## src/rtl/seg7_pkg.sv

```systemverilog
// Shared definitions for the 7-segment display path: the segment bit order,
// the glyph patterns (active-low) and the special codes. The display encoder
// uses the same constants, so both ends of the bus agree by construction.
package seg7_pkg;

    // Segment bit positions on the bus: seg[0]=a ... seg[6]=g
    typedef enum logic [2:0] {
        SEG_A = 3'd0,
        SEG_B = 3'd1,
        SEG_C = 3'd2,
        SEG_D = 3'd3,
        SEG_E = 3'd4,
        SEG_F = 3'd5,
        SEG_G = 3'd6
    } seg_bit_e;

    // Active-low glyph patterns, seg[6:0]
    localparam logic [6:0] SEG_0     = 7'h40;
    localparam logic [6:0] SEG_1     = 7'h79;
    localparam logic [6:0] SEG_2     = 7'h24;
    localparam logic [6:0] SEG_3     = 7'h30;
    localparam logic [6:0] SEG_4     = 7'h19;
    localparam logic [6:0] SEG_5     = 7'h12;
    localparam logic [6:0] SEG_6     = 7'h02;
    localparam logic [6:0] SEG_7     = 7'h78;
    localparam logic [6:0] SEG_8     = 7'h00;
    localparam logic [6:0] SEG_9     = 7'h10;
    localparam logic [6:0] SEG_ERR   = 7'h06;
    localparam logic [6:0] SEG_BLANK = 7'h7F;

    // Codes for the non-numeric glyphs
    localparam logic [3:0] CODE_ERR   = 4'hE;
    localparam logic [3:0] CODE_BLANK = 4'hF;

endpackage

```

## src/rtl/seg7_pattern_decode.sv

```systemverilog
// Inverse segment map: turns an active-low segment pattern back into its
// 4-bit code. Patterns outside the glyph table are reported as not legal.
module seg7_pattern_decode
    import seg7_pkg::*;
(
    input  logic [6:0] seg,
    output logic       legal,
    output logic [3:0] code
);

    // Table lookup; unknown patterns fall to the default arm
    always_comb begin
        legal = 1'b1;
        code  = CODE_BLANK;
        case (seg)
            SEG_0:     code = 4'h0;
            SEG_1:     code = 4'h1;
            SEG_2:     code = 4'h2;
            SEG_3:     code = 4'h3;
            SEG_4:     code = 4'h4;
            SEG_5:     code = 4'h5;
            SEG_6:     code = 4'h6;
            SEG_7:     code = 4'h7;
            SEG_8:     code = 4'h8;
            SEG_9:     code = 4'h9;
            SEG_ERR:   code = CODE_ERR;
            SEG_BLANK: code = CODE_BLANK;
            default: begin
                legal = 1'b0;
                code  = CODE_BLANK;
            end
        endcase
    end

endmodule

```

## src/rtl/seg7_scan_capture.sv

```systemverilog
// Receive-side monitor for a multiplexed 7-segment bus. Synchronizes the
// anode and segment lines, waits for the sampled pair to stay unchanged for
// STABLE_CYCLES cycles, then decodes the pattern into the selected digit's
// code register. Reports frame completion, bad glyphs and bad anode states.
module seg7_scan_capture
    import seg7_pkg::*;
#(
    parameter int DIGITS        = 4,
    parameter int STABLE_CYCLES = 4
) (
    input  logic                  clk,
    input  logic                  rst_n,
    input  logic [DIGITS-1:0]     an,
    input  logic [6:0]            seg,
    input  logic                  clear,
    output logic [4*DIGITS-1:0]   digits,
    output logic [DIGITS-1:0]     valid,
    output logic                  frame_done,
    output logic                  err_pattern,
    output logic                  err_anode
);

    localparam int                CW      = $clog2(STABLE_CYCLES + 1);
    localparam logic [CW-1:0]     CNT_MAX = CW'(STABLE_CYCLES);
    localparam logic [CW-1:0]     CNT_PRE = CW'(STABLE_CYCLES - 1);
    localparam logic [DIGITS-1:0] ONE_D   = DIGITS'(1);

    // Synchronizer stages and history of the sampled bus
    logic [DIGITS-1:0]   an_meta_r;
    logic [DIGITS-1:0]   an_sync_r;
    logic [6:0]          seg_meta_r;
    logic [6:0]          seg_sync_r;
    logic [DIGITS+6:0]   prev_r;
    logic [CW-1:0]       cnt_r;

    // Captured state
    logic [4*DIGITS-1:0] digits_r;
    logic [DIGITS-1:0]   valid_r;
    logic [DIGITS-1:0]   seen_r;
    logic                frame_done_r;
    logic                err_pattern_r;
    logic                err_anode_r;

    // Combinational helpers
    logic [DIGITS+6:0]   sample_s;
    logic [DIGITS-1:0]   sel_s;
    logic                changed_s;
    logic                any_sel_s;
    logic                multi_sel_s;
    logic                onehot_s;
    logic                capture_s;
    logic [CW-1:0]       cnt_next_s;
    logic                dec_legal_s;
    logic [3:0]          dec_code_s;

    logic [4*DIGITS-1:0] digits_next_s;
    logic [DIGITS-1:0]   valid_next_s;
    logic [DIGITS-1:0]   seen_next_s;
    logic [DIGITS-1:0]   seen_cap_s;
    logic                frame_done_next_s;
    logic                err_pattern_next_s;
    logic                err_anode_next_s;

    assign sample_s    = {an_sync_r, seg_sync_r};
    assign sel_s       = ~an_sync_r;
    assign changed_s   = (sample_s != prev_r);
    assign any_sel_s   = (sel_s != '0);
    // Clearing the lowest set bit leaves something only if two or more were set
    assign multi_sel_s = ((sel_s & (sel_s - ONE_D)) != '0);
    assign onehot_s    = any_sel_s && !multi_sel_s;
    // Capture only on the step that brings the counter up to the threshold
    assign capture_s   = onehot_s && !changed_s && (cnt_r == CNT_PRE);

    seg7_pattern_decode u_decode (
        .seg   (seg_sync_r),
        .legal (dec_legal_s),
        .code  (dec_code_s)
    );

    // Stability counter: restart on any change or non-one-hot anodes, saturate at threshold
    always_comb begin
        cnt_next_s = cnt_r;
        if (changed_s || !onehot_s) begin
            cnt_next_s = '0;
        end else if (cnt_r != CNT_MAX) begin
            cnt_next_s = cnt_r + CW'(1);
        end else begin
            cnt_next_s = cnt_r;
        end
    end

    // Next values of the captured state, with clear taking priority over a capture
    always_comb begin
        digits_next_s      = digits_r;
        valid_next_s       = valid_r;
        seen_next_s        = seen_r;
        seen_cap_s         = seen_r | sel_s;
        frame_done_next_s  = 1'b0;
        err_pattern_next_s = err_pattern_r;
        err_anode_next_s   = err_anode_r | multi_sel_s;
        if (clear) begin
            digits_next_s      = {DIGITS{CODE_BLANK}};
            valid_next_s       = '0;
            seen_next_s        = '0;
            frame_done_next_s  = 1'b0;
            err_pattern_next_s = 1'b0;
            err_anode_next_s   = 1'b0;
        end else if (capture_s) begin
            for (int k = 0; k < DIGITS; k++) begin
                if (sel_s[k]) begin
                    if (dec_legal_s) begin
                        digits_next_s[4*k +: 4] = dec_code_s;
                        valid_next_s[k]         = 1'b1;
                    end else begin
                        digits_next_s[4*k +: 4] = digits_r[4*k +: 4];
                        valid_next_s[k]         = 1'b0;
                    end
                end else begin
                    digits_next_s[4*k +: 4] = digits_r[4*k +: 4];
                end
            end
            if (!dec_legal_s) begin
                err_pattern_next_s = 1'b1;
            end else begin
                err_pattern_next_s = err_pattern_r;
            end
            if (&seen_cap_s) begin
                frame_done_next_s = 1'b1;
                seen_next_s       = '0;
            end else begin
                seen_next_s       = seen_cap_s;
            end
        end else begin
            digits_next_s = digits_r;
        end
    end

    // Input synchronizers, previous-sample history and stability counter
    always_ff @(posedge clk or negedge rst_n) begin
        if (!rst_n) begin
            an_meta_r  <= '1;
            an_sync_r  <= '1;
            seg_meta_r <= 7'h7F;
            seg_sync_r <= 7'h7F;
            prev_r     <= '1;
            cnt_r      <= '0;
        end else begin
            an_meta_r  <= an;
            an_sync_r  <= an_meta_r;
            seg_meta_r <= seg;
            seg_sync_r <= seg_meta_r;
            prev_r     <= sample_s;
            if (clear) begin
                cnt_r <= '0;
            end else begin
                cnt_r <= cnt_next_s;
            end
        end
    end

    // Captured codes, validity, frame tracking and sticky error flags
    always_ff @(posedge clk or negedge rst_n) begin
        if (!rst_n) begin
            digits_r      <= {DIGITS{CODE_BLANK}};
            valid_r       <= '0;
            seen_r        <= '0;
            frame_done_r  <= 1'b0;
            err_pattern_r <= 1'b0;
            err_anode_r   <= 1'b0;
        end else begin
            digits_r      <= digits_next_s;
            valid_r       <= valid_next_s;
            seen_r        <= seen_next_s;
            frame_done_r  <= frame_done_next_s;
            err_pattern_r <= err_pattern_next_s;
            err_anode_r   <= err_anode_next_s;
        end
    end

    assign digits      = digits_r;
    assign valid       = valid_r;
    assign frame_done  = frame_done_r;
    assign err_pattern = err_pattern_r;
    assign err_anode   = err_anode_r;

endmodule

```

## config.mk

```make
export PLATFORM = sky130hd
export DESIGN_NAME = seg7_scan_capture
export DESIGN_NICKNAME = d
export VERILOG_FILES = /design/src/rtl/seg7_pkg.sv /design/src/rtl/seg7_pattern_decode.sv /design/src/rtl/seg7_scan_capture.sv
export SDC_FILE = /design/constraint.sdc
export NUM_CORES = 1
export LEC_CHECK = 0
export CAP_MARGIN = 20
export CORE_MARGIN = 4
export CORE_UTILIZATION = 54
export DETAILED_ROUTE_END_ITERATION = 8
export PLACE_DENSITY = 0.78
export SYNTH_ARGS = -nofsm -noshare
export SYNTH_HDL_FRONTEND = slang
export SYNTH_SLANG_ARGS = --single-unit
```

## constraint.sdc

```tcl
create_clock -name clk -period 2.6 [get_ports clk]
set_input_delay 0.52 -clock clk [delete_from_list [all_inputs] [get_ports clk]]
set_output_delay 0.52 -clock clk [all_outputs]
set_load 0.005 [all_outputs]
```

# == Word level (Yosys, flattened, before mapping) ==
# Index checks and enable logic that the tools add are counted.
# totals
mem_count,0
inputBits,14
elab_cells,96
reg_bits,63
rom_bits,0
latchBits,0
out_inout_bits,23
ramBits,0
# classes
eq_ne,15
n_lt_le_gt_ge,0
div_mod_pow,0
n_addsub,2
muxes,29
mul,0
bitwise,4
reduce_logical,28
shift,0
# op_table
op,count
4-bit one-hot mux with 11 select lines,1
4-bit two-way mux,10
16-bit two-way mux,2
7-bit == test (second input constant),4
7-bit by 5-bit == test with 1-bit output (second input constant),3
7-bit by 6-bit == test with 1-bit output (second input constant),2
1-bit two-way mux,13
3-bit AND reduction,4
2-bit nonzero test,6
12-bit OR reduction,1
11-bit inequality test,1
2-bit AND reduction,5
3-bit two-way mux,3
4-bit nonzero test,2
7-bit by 2-bit == test with 1-bit output (second input constant),1
7-bit by 3-bit == test with 1-bit output (second input constant),1
7-bit zero test,1
4-bit bitwise AND,1
4-bit inverter,1
4-bit bitwise OR,1
4-bit AND reduction,1
4-bit by 1-bit subtractor with 4-bit output (second input constant),1
3-bit by 1-bit adder with 3-bit output (second input constant),1
3-bit by 2-bit == test with 1-bit output (second input constant),1
7 further kinds,11

# == Longest topological paths before layout ==
# Gate-level depths: netlist (run 1).
# depth
word_depth,10
depth_mapped,8
mapped_depth_nobuf,6

# == Cells and area by module ==
# From an unflattened synthesis (run 1), not the netlist that was laid out.
# hier_totals
cells_unflattened,220
area_unflattened_um2,2727.6
# modules_own_cells
mod,cells_per_inst,seq_area_each_um2,area_per_inst_um2,instances
seg7_scan_capture,189,1637.8,2531.2,1
seg7_pattern_decode,31,0.0,196.4,1

# == Worst setup path before layout (run 1) ==
# Ideal clock, no wire load.
# synth_path
kind,flip-flop to flip-flop
start,register seg_sync_r[5]
end,"register digits_r[2], in the netlist digits[2]"
t_required_ns,2.513
slack_ns,0.504
setup_ns,0.087
n_path_buf,3
stages_incl_launch_ff,9
t_arrival_ns,2.009
period_less_slack_ns,2.096
path_cell_list,dfstp_2 -> buf_2 -> xnor2_1 -> nand3_1 -> or3_1 -> clkbuf_1 -> buf_2 -> nor4_1 -> a21oi_1
# synth_between
elab_chain_len,6
word_cells_on_any_way,26
classes_between,eq/ne (12); mux (6); reduce/logical (8)
# synth_lines
element,line,rtl
"start, declared",seg7_scan_capture.sv:32,logic [6:0] seg_sync_r;
"start signal, assigned",seg7_scan_capture.sv:151,seg_sync_r <= seg_meta_r;
7-bit by 3-bit == test with 1-bit output (tied with other cells),seg7_pattern_decode.sv:15,case (seg)
4-bit one-hot mux with 11 select lines / 1-bit zero test (equally long branches),"seg7_pattern_decode.sv:15, seg7_scan_capture.sv:72",
4-bit two-way mux / 1-bit logical AND (equally long branches),"seg7_scan_capture.sv:111, seg7_scan_capture.sv:72",
4-bit two-way mux / 1-bit logical AND (equally long branches),"seg7_scan_capture.sv:110, seg7_scan_capture.sv:72",
16-bit two-way mux / 2-bit nonzero test (equally long branches),-,
16-bit two-way mux / 3-bit AND reduction (equally long branches),-,
"end signal, assigned",seg7_scan_capture.sv:164,digits_r <= {DIGITS{CODE_BLANK}};
"end signal, assigned",seg7_scan_capture.sv:171,digits_r <= digits_next_s;
"end, declared",seg7_scan_capture.sv:37,logic [4*DIGITS-1:0] digits_r;
# Parallel ways exist; a longest one is shown, timed or not. The select of a mux whose other input is x is not followed.
# A chain may end at the register's enable or synchronous reset.

# == Worst setup path after layout (run 1) ==
# layout_path
start,register seg_sync_r[2]
end,"register valid_r[1], in the netlist valid[1]"
# layout_between
elab_chain_len,7
word_cells_on_any_way,24
classes_between,eq/ne (12); mux (5); reduce/logical (7)
# layout_lines
element,line,rtl
7-bit == test (tied with other cells),seg7_pattern_decode.sv:15,
12-bit OR reduction (no line),-,
1-bit two-way mux,seg7_pattern_decode.sv:15,
1-bit two-way mux,seg7_scan_capture.sv:111,if (dec_legal_s) begin
1-bit two-way mux,seg7_scan_capture.sv:110,if (sel_s[k]) begin
4-bit two-way mux,seg7_scan_capture.sv:108,end else if (capture_s) begin
4-bit two-way mux,seg7_scan_capture.sv:101,if (clear) begin
"end signal, assigned",seg7_scan_capture.sv:172,valid_r <= valid_next_s;
"end, declared",seg7_scan_capture.sv:38,logic [DIGITS-1:0] valid_r;
# Parallel ways exist; a longest one is shown, timed or not. The select of a mux whose other input is x is not followed.

==> out/results.tsv, run 1 <==
stage	metric	value	unit
grt	first-pass GRT wire length	10.6	mm
drt	WL/cell	17.0	µm
floorplanning	Die Area	6430	µm²
final_layout	cell area after layout	3420	µm²
setup_path	Crit Path Max Fanout	10	
sta	fmax	0.421	GHz
final_layout	# fillers	406	
synth	post-synth net total	263	
sta	Final Setup Violations	0	
setup_path	Setup CP Type	register to register	
synth	Post-synth EDFFs	0	
sta	final hold viol count	0	
pwr	Pwr Density	598	nW/µm²
grt	GR Util All Layers	0.220	
synth	Yosys reg bits	63	
floorplanning	Die Ht	80.2	µm
synth	syn avg cell area	11.4	µm²
clock_network	Worst-path clk slew	0.07	ns
drt	routed vias	2085	
drt	vias per inst	5.81	
drt	1st-pass router iterations	4	
setup_path	crit path launch type	register	
synth	Primary FF master, synth	dfstp_2	
status	status	finished, final reports clean	
floorplanning	die width	80.2	µm
sta	Tmin final	2.37	ns
synth	largest area contributor in the netlist	dfstp_2	
final_layout	ANT cells	0	
worst_hold_path	Hold/Removal Path Class	primary input to async pin	
clock_network	TritonCTS clock tree	done	
final_layout	area delta synth->final	21.7	%
grt	grt ovf	0	
setup_path	Crit path required time	2.79	ns
grt	pin count of the biggest net entering global routing	31	
synth	YS warnings	0	
clock_network	CTS sink cnt	63	
clock_network	clock root buffer	clkbuf_8	
drt	post-route antenna net violation count	0	
pwr	power after layout	2050	µW
placed_design	placed inst area	3220	µm²
sta	Final Slew Violations	0	
clock_network	H-tree depth	3	
final_layout	layout cells sized above 1	0.287	
final_layout	Final Util	0.675	
synth	Netlist cell types	53	
synth	gate count of the mapped netlist	246	
drt	DR iter-0 viols	231	
floorplanning	CORE AREA	5070	µm²
sta	max_slew headroom	0.370	
grt	initial antenna violation count	0	
clock_network	Post-CTS Setup Bufs	0	
final_layout	fin nets	301	
floorplanning	IO Count	37	
setup_path	Critical Path AT	2.57	ns
floorplanning	Initial Utilization	0.554	
synth	Async SR Flop Fraction	1.00	
clock_network	clk_lat worst skew	0.33	ns
placed_design	RePlAce Congestion	0.856	
synth	sequential share of the synthesized area	0.582	
job	maxcap violations	0	
pwr	LEAKAGE	0.00124	µW
final_layout	Multi-input gate area	1050	µm²
setup_path	critical path endpoint category	register	
placed_design	Buffers on Ports	36	
clock_network	cts bufs inserted	9	
synth	Yosys top cell area share	0.458	
synth	cell with the most instances after synthesis	dfstp_2	
grt	vias in the first global route	2119	
clock_network	CTS Hold Bufs	0	
synth	top cells by area, synth	dfstp_2, dfrtp_1, nor2_1	
floorplanning	Rows	26	
sta	Final period util	0.913	
sta	RSZ-0062 raised after global routing	no	
clock_network	Post-CTS Resized	0	
placed_design	Post-DP HPWL	4.27	mm
pwr	VDD IR-drop max	0.000397	V
clock_network	clk buf depth	2	
final_layout	register area	1640	µm²
synth	commonest cells in the netlist	dfstp_2, nor2_1, a21oi_1, dfrtp_1, nor4_1	
drt	drt total wl	6.10	mm
sta	setup TNS	0	ns
sta	Clock Skew	0.0106	ns
synth	Mapped Area	2810	µm²
sta	worst slew pin tran	0.930	ns
drt	residual DRC count	0	
## routing by layer
metal | GRT usage | vias to the layer above | routed length, µm
li1 | - | 972 | -
met3 | 0.0493 | 11 | 400
met4 | 0.0929 | 0 | 109
met2 | 0.335 | 88 | 2920
met5 | 0 | - | 0
met1 | 0.304 | 1014 | 2670
## worst max-delay path, cell delays in order, from the launching register on
cell and delay, ns:
dfstp_2 0.65, or2_1 0.29, o22ai_2 0.16, or4_4 0.61
o2111ai_2 0.39, a21oi_1 0.12
## report_power, final
group	total, µW	switching [µW]	internal, µW	leakage (µW)
clock	853	359	494	0.0000996
sequential	1070	35.1	1030	0.000709
combinational	124	67.7	56.2	0.000430
total	2050	462	1580	0.00124
## cells by family (layout without fill, tap and decap cells)
kind of cell / Yosys count / in the layout / share of synthesized area
adders and majority gates: 3 / 3 / 0.0133
and+or+nand+nor: 83 / 83 / 0.163
buffers and inverters: 27 / 70 / 0.0454
DFF: 63 / 63 / 0.582
xor gates and xnor gates: 11 / 11 / 0.0343
muxes: 1 / 1 / 0.00356
AOI/OAI and AO/OA: 58 / 58 / 0.158
## registers in the layout (all words and copies together), names as in the netlist
signal	flops
seg_meta_r	7
seen_r	4
cnt_r	3
valid	4
digits	16
err_pattern	1
an_meta_r	4
seg_sync_r	7
prev_r	11
frame_done	1
an_sync_r	4
err_anode	1
## cells in the final DEF, fill, tap and decap left out, types with 4 or more instances in the layout
| cell type | count |
|---|---|
| nor4_1 | 12 |
| dfrtp_1 | 14 |
| xnor2_1 | 10 |
| nor3_1 | 10 |
| a22oi_1 | 4 |
| o2111ai_2 | 4 |
| clkbuf_8 | 11 |
| dfstp_2 | 49 |
| o21ai_0 | 6 |
| nor2_1 | 27 |
| clkdlybuf4s50_1 | 35 |
| nand3_1 | 6 |
| o21a_1 | 5 |
| nand2_1 | 5 |
| buf_4 | 7 |
| a21oi_1 | 19 |
| inv_1 | 10 |
| or3_1 | 6 |
## final timing paths
kind | start | endpoint | slack, ns | cells after the start
worst max register to register | seg_sync_r[2] | valid[1] | 0.23 | 5
min in group clk | seg_meta_r[3] | seg_sync_r[3] | 0.35 | 0
max in group asynchronous | rst_n | prev_r[2] | 1.66 | 2
worst max-delay path | seg_sync_r[2] | valid[1] | 0.23 | 5
worst min-delay path | rst_n | valid[2] | 0.19 | 1
worst min register to register | seg_meta_r[3] | seg_sync_r[3] | 0.35 | 0
## layout make-up
| type | instances | area share |
|---|---|---|
| clock buffer | 13 | 0.0464 |
| clock inverter | 3 | 0.0124 |
| inverter | 11 | 0.0121 |
| multi-input combinational | 156 | 0.306 |
| sequential | 63 | 0.478 |
| tap | 70 | 0.0256 |
| timing repair buffer | 43 | 0.119 |
## metrics by stage
stage          cells  setup WS, ns  hold slack (ns)
2_1_floorplan    246         0.504            0.224
3_3_place_gp     343         0.267            0.346
3_5_place_dp     343         0.240            0.347
4_1_cts          359         0.219            0.206
5_1_grt          359        0.0780            0.225
6_report         359         0.226            0.188
Note: power is estimated with default switching activity, not from simulation.
==> run 2, diff against run 1 <==
Settings changed: GPL_TIMING_DRIVEN set to 0, RECOVER_POWER set to 100.
==> run 2 against run 1 <==
  * Critical endpoint is now digits[13]
  * Non-clock buffer count increased by 9
  * Via count increased by 1.4%
  * Cell area increased by 1.2%
  * Fmax decreased by 0.76%
  * Core utilization increased by 0.84 points
  * Largest cell class unchanged
  * Largest power group unchanged
  * Critical path depth increased by 1
  * Register-to-register slack got worse by 0.02 ns
  * Highest routed layer unchanged
  * Sequential power about the same
==> out/results.tsv, run 2 (synthesis results as in run 1) <==
stage	metric	value	unit
placed_design	placed inst area	3270	µm²
sta	Final period util	0.920	
final_layout	Final Util	0.683	
sta	Final Setup Violations	0	
final_layout	area delta synth->final	23.2	%
pwr	VDD IR-drop max	0.000415	V
clock_network	Post-CTS Resized	0	
grt	GRT met2 Usage	0.316	
clock_network	clock root buffer	clkbuf_8	
drt	1st-pass router iterations	4	
setup_path	crit path launch type	register	
floorplanning	Die Area	6430	µm²
sta	setup TNS	0	ns
setup_path	Setup CP Type	register to register	
clock_network	CTS sink cnt	63	
setup_path	CP bufs+invs	1	
floorplanning	IO Count	37	
grt	met1 Resource Use GR	0.284	
clock_network	Worst-path clk slew	0.07	ns
drt	drt total wl	5.86	mm
final_layout	fin nets	310	
drt	WL/cell	15.9	µm
sta	worst slew pin tran	1.36	ns
setup_path	CP Cell Sequence	buf_4 -> or3b_1 -> a2111oi_2 -> or4_4 -> o2111ai_2 -> a22oi_1	
pwr	power after layout	2100	µW
placed_design	worst slack at placement	0.131	ns
placed_design	Post-DP HPWL	4.10	mm
final_layout	max reg flops	16	
drt	post-route antenna net violation count	0	
floorplanning	CORE AREA	5070	µm²
clock_network	clk_lat worst skew	0.34	ns
final_layout	most common cell after layout, fill and taps aside	dfstp_2	
clock_network	Post-CTS Setup Bufs	0	
sta	Tmin final	2.39	ns
sta	RSZ-0062 raised after global routing	no	
pwr	LEAKAGE	0.00123	µW
clock_network	TritonCTS clock tree	done	
setup_path	Critical Path AT	2.65	ns
drt	vias per inst	5.74	
clock_network	cts bufs inserted	9	
sta	max_slew headroom	0.0946	
setup_path	delay of the slowest critical-path stage	0.53	ns
grt	vias in the first global route	2044	
clock_network	CTS Hold Bufs	0	
sta	fmax	0.418	GHz
drt	DR iter-0 viols	217	
status	status	finished, final reports clean	
final_layout	cell area after layout	3470	µm²
setup_path	critical path endpoint category	register	
sta	final hold viol count	0	
grt	met3 usage	0.0594	
sta	Final Slew Violations	0	
floorplanning	Rows	26	
setup_path	Worst R2R Start	seg_sync_r[1]	
worst_hold_path	Hold/Removal Path Class	register to register	
grt	pin count of the biggest net entering global routing	38	
floorplanning	die width	80.2	µm
placed_design	RePlAce Congestion	0.872	
clock_network	clk buf depth	2	
sta	setup ws final	0.208	ns
worst_hold_path	min-delay src	seg_meta_r[5]	
grt	initial antenna violation count	0	
drt	residual DRC count	0	
final_layout	layout cells sized above 1	0.272	
setup_path	slowest CP cell	dfstp_1	
floorplanning	Initial Utilization	0.554	
grt	GR Util All Layers	0.208	
pwr	Pwr Density	606	nW/µm²
setup_path	cell family with most CP delay	compound AO/OA/AOI/OAI gates	
drt	routed vias	2114	
sta	Clock Skew	0.00671	ns
final_layout	ANT cells	0	
placed_design	Buffers on Ports	35	
clock_network	H-tree depth	3	
grt	first-pass GRT wire length	10.0	mm
grt	grt ovf	0	
final_layout	commonest non-fill, non-tap cells in the layout	dfstp_2, dlygate4sd3_1, nor2_1	
setup_path	Crit path required time	2.86	ns
job	maxcap violations	0	
setup_path	Critical Path Start	seg_sync_r[1]	
setup_path	Crit Path Max Fanout	10	
floorplanning	Die Ht	80.2	µm
grt	grt peak-use layer	met2	
[run 2: final cells by class]
cell class                      count  area [µm²]
Sequential cell                    63        1640
Fill cell                         400        1610
Multi-Input combinational cell    156        1050
Timing Repair Buffer               36         349
Clock buffer                       10         128
Tap cell                           70        87.6
Buffer                             16        86.3
Clock inverter                      6        85.1
Inverter                           11        41.3
[run 2: per-layer routing]
layer / part of all wire / up-vias
li1: - / 997
met1: 0.43 / 1036
met2: 0.49 / 72
met3: 0.064 / 9
met4: 0.016 / 0
met5: 0 / -
[run 2: final timing paths]
check                           depth (start not counted)             to  slack [ns]
worst max-delay path                                    6     digits[13]        0.21
worst min-delay path                                    0  seg_sync_r[5]        0.36
worst max register to register                          6     digits[13]        0.21
worst min register to register                          0  seg_sync_r[5]        0.36
max in group asynchronous                               2    err_pattern        0.63
min in group asynchronous                               1       cnt_r[1]        0.47
[run 2: where the power goes]
part	internal (µW)	total, µW	switching, µW	leakage [µW]
clock	536	915	379	0.000102
sequential	1030	1050	18.1	0.000705
combinational	52.8	136	83.3	0.000421
[run 2: worst reg2reg max path: cells and delay by family (launching register included)]
kind            cells  cell delay (ns)
compound gates      3             1.01
flops               1             0.53
buf+inv             1             0.16
simple gates        2             0.62
[run 2: per-stage QoR]
step	instances	hold WS, ns
floorplan	246	0.224
global placement	351	0.345
detailed placement	352	0.347
CTS	368	0.197
global route	368	0.360
finish	368	0.356
